===== config.mk =====
export PLATFORM = sky130hd
export DESIGN_NAME = fault_inject_seq
export DESIGN_NICKNAME = d
export VERILOG_FILES = /design/src/rtl/fault_pkg.sv /design/src/rtl/fault_apply.sv /design/src/rtl/fault_inject_seq.sv
export SDC_FILE = /design/constraint.sdc
export NUM_CORES = 1
export LEC_CHECK = 0
export CAP_MARGIN = 40
export CORE_MARGIN = 1.5
export CORE_UTILIZATION = 30
export CTS_BUF_LIST = sky130_fd_sc_hd__clkbuf_4 sky130_fd_sc_hd__clkbuf_8
export DETAILED_ROUTE_END_ITERATION = 6
export GPL_TIMING_DRIVEN = 0
export HOLD_SLACK_MARGIN = 0.1
export PLACE_DENSITY = 0.62
export SYNTH_ARGS = -nofsm -noshare
export SYNTH_HDL_FRONTEND = slang
export SYNTH_SLANG_ARGS = --single-unit

===== constraint.sdc =====
create_clock -name clk -period 2.5 [get_ports clk]
set_clock_uncertainty 0.05 [all_clocks]
set_input_delay 0.25 -clock clk [delete_from_list [all_inputs] [get_ports clk]]
set_output_delay 0.25 -clock clk [all_outputs]
set_load 0.05 [all_outputs]

===== src/rtl/fault_pkg.sv =====
// ---- fault_pkg: shared fault and sequencer types for fault_inject_seq (rev 1.0) ----
`default_nettype none

package fault_pkg;

  typedef enum logic [1:0] {
    NONE = 2'b00,
    SA0  = 2'b01,
    SA1  = 2'b10,
    FLIP = 2'b11
  } fault_type_t;

  typedef enum logic [1:0] {
    IDLE   = 2'b00,
    WAIT   = 2'b01,
    INJECT = 2'b10
  } state_t;

endpackage

`default_nettype wire


===== src/rtl/fault_apply.sv =====
// ---- fault_apply: combinational single-bit corruption of a data word (rev 1.0) ----
`default_nettype none

module fault_apply
  import fault_pkg::*;
#(
  parameter int WIDTH = 8,
  localparam int LOC_W = $clog2(WIDTH)
) (
  input  logic [WIDTH-1:0] data,
  input  logic [LOC_W-1:0] loc,
  input  fault_type_t      ftype,
  output logic [WIDTH-1:0] out
);

  logic [WIDTH-1:0] mask;

  // An out-of-range loc matches no bit, so the mask is empty and data passes through.
  for (genvar i = 0; i < WIDTH; i++) begin : g_sel
    assign mask[i] = (loc == LOC_W'(i));
  end

  always_comb begin
    out = data;
    case (ftype)
      SA0:     out = data & ~mask;
      SA1:     out = data | mask;
      FLIP:    out = data ^ mask;
      default: out = data;
    endcase
  end

endmodule

`default_nettype wire


===== src/rtl/fault_inject_seq.sv =====
// ---- fault_inject_seq: delayed, timed single-bit fault injection on a registered stream (rev 1.0) ----
`default_nettype none

module fault_inject_seq
  import fault_pkg::*;
#(
  parameter int WIDTH = 8,
  parameter int CNT_W = 8,
  localparam int LOC_W = $clog2(WIDTH)
) (
  input  logic             clk,
  input  logic             reset,
  input  logic             cfg_valid,
  output logic             cfg_ready,
  input  logic [LOC_W-1:0] cfg_loc,
  input  logic [1:0]       cfg_type,
  input  logic [CNT_W-1:0] cfg_delay,
  input  logic [CNT_W-1:0] cfg_dur,
  input  logic             abort,
  input  logic             din_valid,
  input  logic [WIDTH-1:0] din,
  output logic             dout_valid,
  output logic [WIDTH-1:0] dout,
  output logic             busy,
  output logic             inj_active,
  output logic [15:0]      inj_count
);

  state_t           state, state_nx;
  logic [CNT_W-1:0] cnt, cnt_nx;
  logic [LOC_W-1:0] loc_q;
  fault_type_t      type_q;
  logic [CNT_W-1:0] dur_q;
  logic             load;
  logic [WIDTH-1:0] din_f;

  assign cfg_ready  = (state == IDLE);
  assign busy       = (state != IDLE);
  assign inj_active = (state == INJECT);
  assign load       = cfg_valid & cfg_ready;

  always_comb begin
    state_nx = state;
    cnt_nx   = cnt;
    case (state)
      IDLE: begin
        if (load && (cfg_type != 2'b00)) begin
          if (cfg_delay == '0) begin
            state_nx = INJECT;
            cnt_nx   = cfg_dur;
          end else begin
            state_nx = WAIT;
            cnt_nx   = cfg_delay;
          end
        end
      end
      WAIT: begin
        if (abort) begin
          state_nx = IDLE;
        end else if (cnt == CNT_W'(1)) begin
          state_nx = INJECT;
          cnt_nx   = dur_q;
        end else begin
          cnt_nx = cnt - CNT_W'(1);
        end
      end
      INJECT: begin
        // A zero duration never counts down; only abort or reset leaves.
        if (abort) begin
          state_nx = IDLE;
        end else if (dur_q != '0) begin
          if (cnt == CNT_W'(1)) begin
            state_nx = IDLE;
          end else begin
            cnt_nx = cnt - CNT_W'(1);
          end
        end
      end
      default: state_nx = IDLE;
    endcase
  end

  always_ff @(posedge clk) begin
    if (!reset) begin
      state     <= IDLE;
      cnt       <= '0;
      loc_q     <= '0;
      type_q    <= NONE;
      dur_q     <= '0;
      inj_count <= '0;
    end else begin
      state <= state_nx;
      cnt   <= cnt_nx;
      if (load) begin
        loc_q     <= cfg_loc;
        type_q    <= fault_type_t'(cfg_type);
        dur_q     <= cfg_dur;
        inj_count <= '0;
      end else if (inj_active && din_valid && (inj_count != 16'hFFFF)) begin
        inj_count <= inj_count + 16'd1;
      end
    end
  end

  fault_apply #(.WIDTH(WIDTH)) u_apply (
    .data  (din),
    .loc   (loc_q),
    .ftype (type_q),
    .out   (din_f)
  );

  always_ff @(posedge clk) begin
    if (!reset) begin
      dout_valid <= 1'b0;
      dout       <= '0;
    end else begin
      dout_valid <= din_valid;
      if (din_valid) begin
        dout <= inj_active ? din_f : din;
      end
    end
  end

endmodule

`default_nettype wire


==> results by group <==
Timing
  – Fmax: 410.1 MHz
  – Max Transition Viols Final: 0
  – Final Hold Viols: 0
  – RSZ-0062 raised after global routing: yes
  – Slew margin rel.: 46.35%
  – Final setup violation count: 0
  – Period utilisation layout: 97.55%
  – Slew @ Worst Pin: 0.7975 ns
  – Post-layout min period: 2.439 ns

Worst setup path
  – Worst Path Arrival: 2.58 ns
  – CP dominant cell by count: buf_6
  – CP Data Required Time: 2.65 ns
  – Reg2reg path depth: 10
  – Max stage delay on crit path: 0.43 ns
  – Worst r2r src: cnt[1]
  – CP endpoint kind: flop
  – Worst path cell trace: inv_1 > ha_1 > or3b_2 > clkbuf_1 > or2_1 > buf_6 > a21o_4 > and2_4 > buf_6 > o221a_1
  – R2r endpoint: cnt[4]
  – Startpoint types: flop
  – Crit path kind: flop to flop
  – CP max stage cell: or3b_2
  – CP Max Fanout: 9
  – Setup slack, reg-to-reg: 0.06 ns

Final layout
  – Area grow syn2layout: 29.02%
  – Layout cells sized above 1: 5.365%
  – Fin area: 4005 um2
  – Area of the multi-input gates: 1947 um2
  – Fillers: 1,048
  – Ant diodes: 0
  – Nets: 523
  – Register area: 960.9 um2

Global route
  – Vias in the first global route: 3,012
  – Total grt overflow: 0
  – Met3 Use GR: 2.495%
  – Initial antenna violation count: 0
  – Busiest grt layer: met2
  – Met1 GRT Util: 21.64%
  – First-pass GRT wire length: 14,350 um
  – Met2 usage: 24.93%
  – Largest net degree at the start of global routing: 14
  – GRT Overall Usage: 15.95%

Detailed routing
  – TritonRoute pass-1 iters: 6
  – Drt total wl: 8590 um
  – DRC viols: 0
  – Vias: 3,151
  – DRT antenna net count: 0
  – Via/cell ratio: 5.260
  – Post-DR wirelength/cell: 14.34 um
  – DR iter-0 viols: 118

Power and ir drop
  – PwrDens: 870.0 nW/um2
  – VDD IR max: 0.3478 mV
  – Pleak: 1.469 nW
  – Final Power: 0.003484 W

Placement
  – IO buf count: 60
  – Global placer's final weighted congestion: 0.8925
  – DP HPWL: 6631 um
  – Area after DPL: 3897 um2

Yosys
  – Avg Cell Area, Syn: 7.839 um2
  – Post-synth EDFFs: 0
  – Yosys top cell area share: 30.96%
  – Post-synth ARST share: 0%
  – Synth area leader: dfxtp_1
  – Syn Inst Count: 396
  – Main synth FF type: dfxtp_1
  – Syn Nets: 453
  – Area contributors post-synth: dfxtp_1, ha_1, a21oi_1
  – Synthesized cell area: 3104 um2
  – Register area share after synthesis: 30.96%
  – Synthesized flop and latch total: 48
  – Cell variety after synth: 55
  – Yosys warns: 0

Clock tree
  – Worst-Skew Late Latency: 0.30 ns
  – CTS Buf Count: 5
  – Root buffer cell: clkbuf_8
  – CTS Buffer Depth: 2
  – Sink Count: 48
  – Htree depth: 2
  – TritonCTS clock tree: yes
  – Worst-path clk slew: 0.09 ns

Floorplan
  – Die area: 10,970 um2
  – Num rows: 36
  – Core Box Area: 9910 um2
  – Die Span X: 104.7 um
  – Initial core utilization: 31.33%
  – I/O pin count: 62
  – Chip height: 104.7 um

Job
  – Max-cap violations: 0

Outcome
  – Status: completed

Worst hold path
  – Hold path endpoint: dout[6]
  – HP Start: dout[6]
  – WHS Path Cells: 2
  – Hold Crit Class: flop to flop
==> final cells by class <==
type	count	area share, %
Multi-Input combinational cell	297	48.61
Buffer	27	2.937
Clock buffer	7	2.405
Timing Repair Buffer	63	15.65
Inverter	24	2.249
Tap cell	133	4.155
Sequential cell	48	23.99
==> through the flow <==
| step | setup slack [ns] | hold WS, ns | setup TNS (ns) | cells | utilization (%) |
|---|---|---|---|---|---|
| 4_1_cts | 0.06098 | 0.4263 | 0 | 599 | 40.30 |
| 3_3_place_gp | -0.2186 | 0.4077 | -1.627 | 589 | 39.07 |
| 3_5_place_dp | 0.07783 | 0.4107 | 0 | 592 | 39.33 |
| 5_1_grt | -0.02506 | 0.4292 | -0.06823 | 599 | 40.42 |
| 2_1_floorplan | 0.08602 | 0.3360 | 0 | 396 | - |
| 6_report | 0.06136 | 0.4233 | 0 | 599 | 40.42 |
==> cell usage after synthesis (2+ instances only) <==
cell / count
a2111oi_0: 2
nand3b_1: 3
o221ai_1: 6
xnor2_1: 12
o31ai_1: 4
nand2_1: 48
o32ai_1: 5
buf_6: 2
nor2_1: 36
a211o_1: 2
nand4_1: 7
nand3_1: 10
o21ai_0: 7
inv_1: 24
dfxtp_1: 48
a221oi_1: 2
xor2_1: 5
a211oi_1: 4
buf_1: 2
and3_1: 4
o22ai_1: 3
nor3_1: 3
a31oi_1: 4
ha_1: 23
and4_1: 4
mux2i_1: 9
a21oi_1: 42
a311o_1: 2
or3_2: 2
a311oi_1: 6
nor4_1: 4
clkbuf_1: 22
or3b_2: 3
or3_1: 3
and2_1: 6
nand2b_1: 8
==> worst max-delay path: cells and delay by family, from the launching register on <==
family                   cells  cell delay, ns
buffers and inverters        4            0.52
AO/OA/AOI/OAI                2            0.47
adder cells (fa/ha/maj)      1            0.13
AND/OR/NAND/NOR              3            0.84
flip-flops                   1            0.33
==> cell families after synthesis <==
group / after synthesis / synth area share [%]
simple gates: 148 / 23.62
compound gates: 99 / 21.40
buf+inv: 51 / 6.691
flops: 48 / 30.96
fa+ha+maj: 23 / 9.271
xor+xnor: 17 / 4.796
mux: 10 / 3.265
==> layout by cell type (no fill, tap or decap), types with 3 or more instances in the layout <==
master / synthesis / layout
o22ai_1: 3 / 3
a211oi_1: 4 / 3
a31oi_1: 4 / 4
o32ai_1: 5 / 5
clkbuf_8: 0 / 7
a21oi_1: 42 / 42
or3_1: 3 / 3
nor2_1: 36 / 36
nand4_1: 7 / 7
o221ai_1: 6 / 6
clkbuf_1: 22 / 22
inv_1: 24 / 24
and2_1: 6 / 6
nand2_1: 48 / 48
o21ai_0: 7 / 7
o31ai_1: 4 / 4
and3_1: 4 / 4
xor2_1: 5 / 5
nand3b_1: 3 / 3
nor4_1: 4 / 4
ha_1: 23 / 23
and4_1: 4 / 4
nor3_1: 3 / 3
clkdlybuf4s50_1: 0 / 60
xnor2_1: 12 / 12
nand3_1: 10 / 10
mux2i_1: 9 / 9
nand2b_1: 8 / 8
a311oi_1: 6 / 6
dfxtp_1: 48 / 48
or3b_2: 3 / 3
==> registers in the layout (all words and copies together) (netlist names) <==
name / flops
cnt: 8
state: 2
loc_q: 3
type_q: 2
dout_valid: 1
inj_count: 16
dout: 8
dur_q: 8
==> worst max path at each step <==
| stage | startpoint | to | slack [ns] | cells past startpoint |
|---|---|---|---|---|
| final | cnt[1] | cnt[4] | 0.06 | 10 |
| after global routing | cnt[0] | cnt[4] | -0.03 | 9 |
| after CTS | cnt[1] | cnt[4] | 0.06 | 10 |
| after detailed placement | cnt[1] | cnt[4] | 0.08 | 10 |
| after global placement | state[0] | cnt[0] | -0.22 | 8 |
| after floorplan | state[0] | cnt[4] | 0.09 | 9 |
==> where the power goes <==
part           leakage, nW  internal [W]  switching (W)  total, W
clock               0.0503      0.000247       0.000256  0.000503
sequential           0.392      0.000898       0.000121   0.00102
combinational         1.03      0.000772        0.00119   0.00196
total                 1.47       0.00192        0.00157   0.00348
==> repair_timing <==
action / 4_1_cts / 5_1_grt
hold buffers: 0 / 0
buffers inserted: 0 / 0
endpoints found under the setup margin: 0 / 4
gates resized for setup: 0 / 2
==> layer usage <==
layer | wire (um) | up-vias
met5 | 0 | -
met4 | 252 | 0
met3 | 452 | 17
met2 | 3756 | 113
met1 | 4129 | 1473
li1 | - | 1548
Power figures use the tool's default switching activity.
